--- src/rtl/bus_pkg.sv ---
// Shared types and constants for the serial bus master port.
package bus_pkg;

  localparam int DEF_ADDR_WIDTH = 14;
  localparam int DEF_DATA_WIDTH = 8;

  localparam logic MODE_WRITE = 1'b1;
  localparam logic MODE_READ  = 1'b0;

  typedef enum logic [3:0] {
    IDLE,
    REQ,
    ADDR,
    MODE,
    WDATA,
    WACK,
    RDATA,
    DONE,
    ABORT
  } state_t;

endpackage

--- src/rtl/bit_shift_reg.sv ---
// Parallel-load shift register; shifts toward bit 0 so bit 0 leaves first
// and serial input bits enter at the MSB (LSB-first assembly).
module bit_shift_reg #(
  parameter int WIDTH = 8
) (
  input  logic             clk,
  input  logic             reset,
  input  logic             i_load,
  input  logic [WIDTH-1:0] i_load_data,
  input  logic             i_shift,
  input  logic             i_shift_in,
  output logic [WIDTH-1:0] o_q
);

  logic [WIDTH-1:0] r_q;

  always_ff @(posedge clk or negedge reset) begin
    if (!reset) begin
      r_q <= '0;
    end else if (i_load) begin
      r_q <= i_load_data;
    end else if (i_shift) begin
      r_q <= {i_shift_in, r_q[WIDTH-1:1]};
    end
  end

  assign o_q = r_q;

endmodule

--- src/rtl/bus_master_port.sv ---
// One serial bus transaction per enable: request, address, mode, data,
// then slave response. Reports done/error pulses and the last read byte.
module bus_master_port
  import bus_pkg::*;
#(
  parameter int ADDR_WIDTH = DEF_ADDR_WIDTH,
  parameter int DATA_WIDTH = DEF_DATA_WIDTH,
  parameter int TIMEOUT    = 63
) (
  input  logic                  clk,
  input  logic                  reset,
  input  logic                  enable,
  input  logic                  read_en,
  input  logic [ADDR_WIDTH-1:0] addr_in,
  input  logic [DATA_WIDTH-1:0] data_in,
  input  logic                  bus_grant,
  output logic                  bus_request,
  output logic                  m_valid,
  output logic                  m_out,
  input  logic                  s_ready,
  input  logic                  s_valid,
  input  logic                  s_in,
  output logic [DATA_WIDTH-1:0] data_out,
  output logic                  done,
  output logic                  error,
  output logic                  busy
);

  localparam int CW = $clog2(ADDR_WIDTH + 1);

  state_t                r_state;
  logic                  r_read;
  logic [DATA_WIDTH-1:0] r_wdata;
  logic [CW-1:0]         r_cnt;
  logic [7:0]            r_wait;
  logic [DATA_WIDTH-1:0] r_data_out;
  logic                  r_m_valid;
  logic                  r_m_out;

  logic                  w_start;
  logic                  w_tx_load;
  logic                  w_tx_shift;
  logic [ADDR_WIDTH-1:0] w_tx_load_data;
  logic [ADDR_WIDTH-1:0] w_tx_q;
  logic                  w_rx_shift;
  logic [DATA_WIDTH-1:0] w_rx_q;
  logic                  w_grant_lost;
  logic                  w_wait_hit;
  logic                  w_addr_last;
  logic                  w_data_last;
  logic                  w_unused_bits;

  assign w_start     = (r_state == IDLE) && enable;
  assign w_addr_last = (r_cnt == CW'(ADDR_WIDTH - 1));
  assign w_data_last = (r_cnt == CW'(DATA_WIDTH - 1));
  assign w_wait_hit  = (r_wait == 8'(TIMEOUT - 1));

  assign w_grant_lost = !bus_grant &&
                        (r_state inside {ADDR, MODE, WDATA, WACK, RDATA});

  // Address is loaded at start; write data replaces it on the last address bit.
  assign w_tx_load      = w_start || ((r_state == ADDR) && bus_grant && w_addr_last);
  assign w_tx_load_data = w_start ? addr_in : ADDR_WIDTH'(r_wdata);
  assign w_tx_shift     = bus_grant &&
                          ((r_state == REQ) || (r_state == ADDR) ||
                           ((r_state == MODE) && !r_read) || (r_state == WDATA));
  assign w_rx_shift     = (r_state == RDATA) && bus_grant && s_valid;

  bit_shift_reg #(.WIDTH(ADDR_WIDTH)) u_tx_sreg (
    .clk         (clk),
    .reset       (reset),
    .i_load      (w_tx_load),
    .i_load_data (w_tx_load_data),
    .i_shift     (w_tx_shift),
    .i_shift_in  (1'b0),
    .o_q         (w_tx_q)
  );

  bit_shift_reg #(.WIDTH(DATA_WIDTH)) u_rx_sreg (
    .clk         (clk),
    .reset       (reset),
    .i_load      (w_start),
    .i_load_data ('0),
    .i_shift     (w_rx_shift),
    .i_shift_in  (s_in),
    .o_q         (w_rx_q)
  );

  assign w_unused_bits = ^{w_tx_q[ADDR_WIDTH-1:1], w_rx_q[0]};

  always_ff @(posedge clk or negedge reset) begin
    if (!reset) begin
      r_state    <= IDLE;
      r_read     <= 1'b0;
      r_wdata    <= '0;
      r_cnt      <= '0;
      r_wait     <= '0;
      r_data_out <= '0;
      r_m_valid  <= 1'b0;
      r_m_out    <= 1'b0;
    end else if (w_grant_lost) begin
      r_state   <= ABORT;
      r_m_valid <= 1'b0;
      r_m_out   <= 1'b0;
    end else begin
      unique case (r_state)
        IDLE: begin
          r_m_valid <= 1'b0;
          r_m_out   <= 1'b0;
          r_cnt     <= '0;
          r_wait    <= '0;
          if (enable) begin
            r_read  <= read_en;
            r_wdata <= data_in;
            r_state <= REQ;
          end
        end
        REQ: begin
          if (bus_grant) begin
            r_state   <= ADDR;
            r_m_valid <= 1'b1;
            r_m_out   <= w_tx_q[0];
            r_cnt     <= '0;
          end
        end
        ADDR: begin
          if (w_addr_last) begin
            r_state <= MODE;
            r_m_out <= r_read ? MODE_READ : MODE_WRITE;
          end else begin
            r_cnt   <= r_cnt + 1'b1;
            r_m_out <= w_tx_q[0];
          end
        end
        MODE: begin
          r_cnt  <= '0;
          r_wait <= '0;
          if (r_read) begin
            r_state   <= RDATA;
            r_m_valid <= 1'b0;
            r_m_out   <= 1'b0;
          end else begin
            r_state <= WDATA;
            r_m_out <= w_tx_q[0];
          end
        end
        WDATA: begin
          if (w_data_last) begin
            r_state   <= WACK;
            r_m_valid <= 1'b0;
            r_m_out   <= 1'b0;
            r_wait    <= '0;
          end else begin
            r_cnt   <= r_cnt + 1'b1;
            r_m_out <= w_tx_q[0];
          end
        end
        WACK: begin
          // A late acknowledge on the final wait cycle still wins.
          if (s_ready)         r_state <= DONE;
          else if (w_wait_hit) r_state <= ABORT;
          else                 r_wait  <= r_wait + 1'b1;
        end
        RDATA: begin
          if (s_valid) begin
            r_wait <= '0;
            if (w_data_last) begin
              r_state    <= DONE;
              r_data_out <= {s_in, w_rx_q[DATA_WIDTH-1:1]};
            end else begin
              r_cnt <= r_cnt + 1'b1;
            end
          end else if (w_wait_hit) begin
            r_state <= ABORT;
          end else begin
            r_wait <= r_wait + 1'b1;
          end
        end
        DONE:    r_state <= IDLE;
        ABORT:   r_state <= IDLE;
        default: r_state <= IDLE;
      endcase
    end
  end

  assign m_valid     = r_m_valid;
  assign m_out       = r_m_out;
  assign data_out    = r_data_out;
  assign done        = (r_state == DONE);
  assign error       = (r_state == ABORT);
  assign busy        = (r_state != IDLE);
  assign bus_request = r_state inside {REQ, ADDR, MODE, WDATA, WACK, RDATA};

endmodule

--- config.mk ---
export PLATFORM = sky130hd
export DESIGN_NAME = bus_master_port
export DESIGN_NICKNAME = d
export VERILOG_FILES = /design/src/rtl/bus_pkg.sv /design/src/rtl/bit_shift_reg.sv /design/src/rtl/bus_master_port.sv
export SDC_FILE = /design/constraint.sdc
export NUM_CORES = 1
export LEC_CHECK = 0
export CAP_MARGIN = 10
export CORE_MARGIN = 1
export CORE_UTILIZATION = 50
export DETAILED_ROUTE_END_ITERATION = 10
export PLACE_DENSITY = 0.74
export SLEW_MARGIN = 20
export SYNTH_ARGS = -nofsm -noshare
export SYNTH_HDL_FRONTEND = slang
export SYNTH_SLANG_ARGS = --single-unit
--- constraint.sdc ---
create_clock -name clk -period 5.05 [get_ports clk]
set_input_delay 0.7575 -clock clk [delete_from_list [all_inputs] [get_ports clk]]
set_output_delay 0.7575 -clock clk [all_outputs]
set_load 0.01 [all_outputs]
* Word-level counts from Yosys, hierarchy flattened
Index checks and enable logic that the tools add are counted.
** Storage, ports and cells
- Bits of input ports :: 30
- Logic and storage cells :: 105
- Output and inout bits :: 14
- Bits in registers :: 57
** Cells by class
- Bitwise logic cells :: 1
- Multiplexer cells :: 38
- Add/subtract/negate cells :: 2
- Reductions and logical operators :: 32
- Eq/ne operators :: 22
** Operators with widths (number)
- $mux W4 :: 13
- $mux W8 :: 6
- $mux W14 :: 3
- $pmux W8 S4 :: 1
- $pmux W4 S7 :: 1
- $eq A4 B3 Y1 const B :: 5
- $pmux W4 S5 :: 1
- $ne A3 B3 Y1 const B :: 5
- $reduce_bool A5 Y1 :: 3
- $reduce_and A4 Y1 :: 3
- $reduce_bool A6 Y1 :: 2
- $mux W1 :: 10
- $ne A2 B2 Y1 const B :: 5
- $reduce_and A5 Y1 :: 2
- $add A8 B1 Y8 const B :: 1
- $eq A4 B2 Y1 const B :: 2
- $eq A4 B4 Y1 const B :: 2
- $eq A8 B6 Y1 const B :: 1
- $logic_and A1 B1 Y1 :: 8
- $reduce_bool A4 Y1 :: 2
- $pmux W1 S5 :: 1
- $add A4 B1 Y4 const B :: 1
- $eq A4 B1 Y1 const B :: 1
- $logic_not A4 Y1 :: 1
- other kinds (10) :: 15

* Longest topological paths before layout
Gate-level depths: netlist of run 1.
- Word-level depth :: 7
- Gate-level depth with buffers :: 8

* Hierarchy
Synthesis of run 1 repeated with hierarchy kept, for this count alone.
** Second synthesis, totals
- Cells, all modules :: 352
- Area, all modules :: 3260.6 sq um
** Modules (own cells, without submodules)
- bus_master_port :: seq. area each 875.8 sq um, area an instance 2228.4 sq um, cells each 257, times used 1
- bit_shift_reg (u_tx_sreg) :: seq. area each 350.3 sq um, area an instance 659.4 sq um, cells each 61, times used 1
- bit_shift_reg (u_rx_sreg) :: seq. area each 200.2 sq um, area an instance 372.9 sq um, cells each 34, times used 1

* Least setup slack after synthesis of run 1
No wires, ideal clock.
- Kind :: in2reg
- Start point :: in s_valid
- End point :: reg r_cnt[3]
- Setup slack :: 2980 ps
- Data arrival time :: 2001 ps
- Stages :: 5
- Buffers on the path :: 0
- Data required time :: 4981 ps
- Path through :: nor2b_1 a2bb2o_4 a2111o_1 or4_1 nand3_1
** On the way
- Cells in the longest elaborated chain, start to end :: 2
** RTL lines
- start, declared :: line bus_master_port.sv:21 : input logic s_valid,
- $ne A2 B2 Y1 (no line)
- $reduce_and A5 Y1 (no line)
- end signal, assigned :: line bus_master_port.sv:131 : r_cnt <= r_cnt + 1'b1;
- end signal, assigned :: line bus_master_port.sv:154 : r_cnt <= r_cnt + 1'b1;
- end signal, assigned :: line bus_master_port.sv:171 : r_cnt <= r_cnt + 1'b1;
- end, declared :: line bus_master_port.sv:34 : logic [CW-1:0] r_cnt;
Every way passes these cells.
A chain may end at the register's enable or synchronous reset.

* Worst setup path after layout of run 1
- Start point :: reg r_state[2]
- End point :: out done
** On the way
- Cells in the longest elaborated chain, start to end :: 1
** RTL lines
- start, declared :: line bus_master_port.sv:31 : state_t r_state;
- start signal, assigned :: line bus_master_port.sv:93 : r_state <= IDLE;
- start signal, assigned :: line bus_master_port.sv:102 : r_state <= ABORT;
- start signal, assigned :: line bus_master_port.sv:115 : r_state <= REQ;
- $eq A4 B3 Y1 :: line bus_master_port.sv:189 : assign done = (r_state == DONE);
- end, declared :: line bus_master_port.sv:24 : output logic done,
Every way passes these cells.

==> results.py, run 1 <==
metrics = {
    "run_status": {
        "status": "complete, no violations",
    },
    "clock_network": {
        "clk-insertion-delay-late_ns": 0.31,
        "clkTransAtPathRegs_ns": 0.10,
        "hold_buffers": 0,
        "cts_buffers": 5,
        "tritoncts": "built",
        "htreeDepth": 2,
        "clock_sinks": 56,
        "cts_buffer_depth": 2,
        "postCtsSetupRepairBufs": 0,
        "ctsResizeCount": 0,
        "root_buffer": "clkbuf_8",
    },
    "sta": {
        "timing.hold.ws_ns": 0.467,
        "min_period_over_period": 0.616,
        "setup_viol": 0,
        "drv_slew": 0,
        "period_minus_slack_ns": 3.11,
        "fmaxAchievable_mhz": 321,
        "final.setup.tns_ns": 0,
        "grt_setup_unrepaired": "no",
        "max_slew_margin": 0.373,
        "worstMarginPinSlew_ns": 0.933,
        "hold_viol": 0,
        "setup_ws_ns": 1.94,
        "skew_ns": 0.0101,
    },
    "placed_design": {
        "placed_area_mm2": 0.00354,
        "pre_cts_ws_ns": 1.76,
        "dp_hpwl_um": 4570,
        "gp_congestion": 0.877,
        "io_buffers": 43,
    },
    "cells_and_area": {
        "antenna_cells": 0,
        "post-route-util": 0.614,
        "layout.nets": 414,
        "drive_gt1_frac": 0.0682,
        "final_cell_area_mm2": 0.00366,
        "syn_to_final_growth_pct": 18.4,
    },
    "synthesis": {
        "synthTopCellsByArea": "dfrtp_1 (45%), nand2_1 (7.3%), o21ai_0 (5.7%)",
        "syn_avg_cell_area_um2": 8.96,
        "synth_ff_type": "dfrtp_1",
        "yosys.cell_types.count": 56,
        "synthTopCellsByCount": "nand2_1 (60), dfrtp_1 (56), o21ai_0 (35)",
        "netlist_instances": 345,
        "yosysTopAreaCellShare": 0.453,
        "yosysWarnings": 0,
        "ys_ff_latch": 56,
        "syn-num-nets": 379,
        "ys_seq_area_frac": 0.453,
        "synth.most_common_cell": "nand2_1",
        "synth_area_mm2": 0.00309,
        "synth_edf_count": 0,
        "synth-async-reset-ratio": 1.00,
        "synth_top_cell_by_area": "dfrtp_1",
    },
    "critical_path": {
        "worstPathArrival_ns": 2.35,
        "r2r_slack_ns": 2.48,
        "criticalPathCategory": "register to output pin",
        "endpoint_kind": "output pin",
        "start_kind": "register",
        "required_ns": 4.29,
        "critPathMaxFanout": 28,
    },
    "detailed_routing": {
        "wl_per_cell_um": 14.7,
        "drtPass1Iterations": 4,
        "postRouteAntennaNets": 0,
        "num_vias": 2654,
        "drcViolationCount": 0,
        "drtIter0Drc": 192,
        "wl_um": 6700,
        "post_drt_via_cell_ratio": 5.82,
    },
    "global_routing": {
        "grt_pass1_wl_um": 11400,
        "grt_max_degree": 57,
        "grt_pass1_vias": 2503,
        "grt_usage": 0.224,
        "grt.overflow.total": 0,
        "grt_antenna_before_repair": 0,
    },
    "pwr": {
        "p_seq_frac": 0.420,
        "leakage_nw": 1.61,
        "power_frac_clock": 0.182,
        "power.switching_w": 0.000678,
        "switching_share": 0.406,
        "p_per_area_mw_per_mm2": 457,
        "intPower_w": 0.000993,
        "pwr-share-comb": 0.398,
        "irDropWorstVdd_uv": 228,
    },
    "die": {
        "start_util": 0.519,
        "std_cell_rows": 28,
        "design.die.area_mm2": 0.00650,
        "fp.dieW_um": 80.6,
        "coreArea_mm2": 0.00596,
        "die_height_um": 80.6,
        "num_io_pins": 44,
    },
    "worst_hold_path": {
        "hold_class": "register to register",
    },
    "job": {
        "maxCapViolations": 0,
    },
}
==> routing by layer <==
metal / track usage / vias up / share of wire
met2: 0.369 / 85 / 0.46
met3: 0.0455 / 9 / 0.061
met4: 0.0607 / 0 / 0.012
met5: 0 / - / 0
li1: - / 1307 / -
met1: 0.300 / 1253 / 0.47
==> final cells by class <==
class	instances	area, µm²
fillers	548	2300
repair buffers	46	445
clock buffers	5	68.8
inverters	9	33.8
multi-input cells	262	1570
flip-flops and latches	56	1400
well taps	75	93.8
clock inverters	3	46.3
==> through the flow <==
step                      instances  power, W
after global placement          447   0.00135
final                           456   0.00167
after global routing            456   0.00180
after floorplan                 345   0.00118
after detailed placement        447   0.00137
after CTS                       455   0.00167
==> cells in the final DEF (no fill, tap or decap), drive strengths merged, types with 4 or more instances in the layout <==
cell           count
mux2i              9
inv               10
nand3             12
dfrtp             56
o21ai             36
and3               5
and2               6
ha                 4
nor2b              8
nor2              25
nand2             60
clkdlybuf4s50     42
mux2               8
a21oi             27
buf                4
clkbuf             5
a21o               9
==> logic make-up after synthesis <==
| group | after synthesis | share of synthesized area |
|---|---|---|
| fa+ha+maj | 5 | 0.0194 |
| flops | 56 | 0.453 |
| simple gates | 135 | 0.212 |
| compound gates | 105 | 0.219 |
| mux | 17 | 0.0583 |
| buf+inv | 27 | 0.0385 |
==> power groups by stage <==
stage | Clock, W | Sequential, W | Combinational (W)
global route | 0.000326 | 0.000723 | 0.000753
global placement | 0 | 0.000707 | 0.000640
finish | 0.000304 | 0.000702 | 0.000666
floorplan | 0 | 0.000623 | 0.000558
detailed placement | 0 | 0.000709 | 0.000660
CTS | 0.000310 | 0.000700 | 0.000662
==> critical path: stages (launching register included) <==
cell,delay (ns)
dfrtp_1,0.83
nor2b_1,0.46
and3_1,0.21
clkdlybuf4s50_1,0.53
==> worst paths after layout <==
kind / start / to / cells past startpoint
max: r_state[2]$_DFFE_PN0P_ / done / 3
min: r_wdata[7]$_DFFE_PN0P_ / r_wdata[7]$_DFFE_PN0P_ / 2
max reg2reg: r_state[0]$_DFFE_PN0P_ / r_cnt[3]$_DFFE_PN0P_ / 5
min reg2reg: r_wdata[7]$_DFFE_PN0P_ / r_wdata[7]$_DFFE_PN0P_ / 2
max in group asynchronous: reset / u_tx_sreg.o_q[1]$_DFFE_PN0P_ / 2
min in group asynchronous: reset / data_out[1]$_DFFE_PN0P_ / 2
==> state kept, by name (all words and copies together), names as in the netlist <==
register / flops
u_rx_sreg.o_q: 7
r_state: 4
m_out: 1
m_valid: 1
r_cnt: 4
r_wdata: 8
u_tx_sreg.o_q: 14
r_read: 1
r_wait: 8
data_out: 8
No activity file was read; power rests on OpenSTA's default activity.
==> run 2: changes to the inputs <==
clock period = 3 ns   (was 5.05 ns; I/O delays follow)
==> results.py, run 2 (same netlist as run 1, synthesis figures left out) <==
metrics = {
    "run_status": {
        "status": "complete, no violations",
    },
    "pwr": {
        "power_frac_clock": 0.178,
        "intPower_w": 0.00173,
        "power.switching_w": 0.00114,
        "leakage_nw": 1.66,
        "irDropWorstVdd_uv": 424,
        "switching_share": 0.398,
        "p_per_area_mw_per_mm2": 766,
        "power.total_w": 0.00287,
        "p_seq_frac": 0.402,
        "pwr-share-comb": 0.420,
    },
    "die": {
        "die_height_um": 80.6,
        "coreArea_mm2": 0.00596,
        "std_cell_rows": 28,
        "num_io_pins": 44,
        "start_util": 0.519,
        "fp.dieW_um": 80.6,
        "design.die.area_mm2": 0.00650,
    },
    "global_routing": {
        "grt_antenna_before_repair": 0,
        "grt_max_degree": 36,
        "grt_usage": 0.235,
        "grt_pass1_wl_um": 11900,
        "grt_pass1_vias": 2551,
        "grt.overflow.total": 0,
    },
    "critical_path": {
        "worstPathArrival_ns": 2.29,
        "critPathMaxFanout": 18,
        "required_ns": 2.55,
        "start_kind": "register",
        "endpoint_kind": "output pin",
        "criticalPathCategory": "register to output pin",
    },
    "sta": {
        "timing.hold.ws_ns": 0.206,
        "setup_viol": 0,
        "period_minus_slack_ns": 2.74,
        "max_slew_margin": 0.474,
        "drv_slew": 0,
        "min_period_over_period": 0.913,
        "final.setup.tns_ns": 0,
        "skew_ns": 0.00964,
        "fmaxAchievable_mhz": 365,
        "hold_viol": 0,
        "grt_setup_unrepaired": "no",
        "worstMarginPinSlew_ns": 0.790,
    },
    "detailed_routing": {
        "drcViolationCount": 0,
        "postRouteAntennaNets": 0,
        "drtIter0Drc": 206,
        "num_vias": 2699,
        "drtPass1Iterations": 4,
        "post_drt_via_cell_ratio": 5.79,
        "wl_um": 6860,
        "wl_per_cell_um": 14.7,
    },
    "clock_network": {
        "clkTransAtPathRegs_ns": 0.11,
        "tritoncts": "built",
        "clk-insertion-delay-late_ns": 0.31,
        "cts_buffers": 5,
        "hold_buffers": 0,
        "htreeDepth": 2,
        "ctsResizeCount": 0,
        "postCtsSetupRepairBufs": 0,
        "clock_sinks": 56,
        "root_buffer": "clkbuf_8",
        "cts_buffer_depth": 2,
    },
    "placed_design": {
        "dp_hpwl_um": 4780,
        "gp_congestion": 0.840,
        "io_buffers": 43,
        "dp_cells": 458,
    },
    "cells_and_area": {
        "layout.nets": 424,
        "drive_gt1_frac": 0.0921,
        "final_cell_mix": "nand2_1 (60), dfrtp_1 (56), clkdlybuf4s50_1 (42)",
        "post-route-util": 0.628,
        "finalNonFillerCells": 466,
        "fillers": 518,
        "syn_to_final_growth_pct": 21.0,
        "antenna_cells": 0,
        "final_common_cell": "nand2_1",
        "largest_reg_flops": 14,
    },
    "worst_hold_path": {
        "hold_class": "input port to async pin",
    },
    "job": {
        "maxCapViolations": 0,
    },
}
run 2: changes by cell type in the layout (fill, tap and decap cells not counted), sizes merged:
| cell | delta |
|---|---|
| buf | +10 |
| clkinv | +2 |
| clkinvlp | -1 |
| inv | -1 |
run 2: worst paths after layout:
kind | cells after the start | end | start | slack [ns]
worst min-delay path | 1 | r_state[2]$_DFFE_PN0P_ | reset | 0.21
worst max-delay path | 5 | bus_request | r_state[0]$_DFFE_PN0P_ | 0.26
min in group clk | 2 | r_wdata[5]$_DFFE_PN0P_ | r_wdata[5]$_DFFE_PN0P_ | 0.48
max in group asynchronous | 2 | r_wdata[6]$_DFFE_PN0P_ | reset | 2.08
worst max register to register | 5 | r_cnt[3]$_DFFE_PN0P_ | r_state[0]$_DFFE_PN0P_ | 0.54
worst min register to register | 2 | r_wdata[5]$_DFFE_PN0P_ | r_wdata[5]$_DFFE_PN0P_ | 0.48
run 2: critical path, stage by stage, from the launching register on:
cell and delay, ns:
dfrtp_1 0.62, buf_4 0.29, nand2_1 0.19, nor2_1 0.09
a211oi_1 0.21, clkdlybuf4s50_1 0.56
run 2: power groups by stage:
stage	sequential [W]	clock [W]	combinational, W
final	0.00115	0.000509	0.00120
after global placement	0.00116	0	0.00118
after CTS	0.00115	0.000523	0.00121
after floorplan	0.00105	0	0.000939
after global routing	0.00118	0.000548	0.00137
after detailed placement	0.00116	0	0.00121
run 2: area by class of cell:
type | instances | area (µm²) | share of cell area
repair buffers | 56 | 523 | 0.140
inverters | 9 | 33.8 | 0.00904
multi-input cells | 262 | 1570 | 0.420
clock inverters | 3 | 47.5 | 0.0127
flip-flops and latches | 56 | 1400 | 0.375
well taps | 75 | 93.8 | 0.0251
clock buffers | 5 | 68.8 | 0.0184
run 2: routing by layer:
layer / global-route usage / part of all wire / vias to the layer above
met5: 0 / 0 / -
met3: 0.0409 / 0.058 / 10
li1: - / - / 1326
met1: 0.319 / 0.46 / 1274
met4: 0.0679 / 0.013 / 0
met2: 0.384 / 0.47 / 89
run 2: through the flow:
| step | worst slack [ns] | cell area (µm²) |
|---|---|---|
| floorplan | 0.949 | 3090 |
| global placement | 0.451 | 3620 |
| detailed placement | 0.345 | 3620 |
| CTS | 0.273 | 3740 |
| global route | 0.0805 | 3740 |
| finish | 0.262 | 3740 |
==> run 3: changes to the inputs <==
SLEW_MARGIN = not set   (was 20)
==> results of run 3 <==
The final DEF is identical to that of run 2; final timing and power are the same.
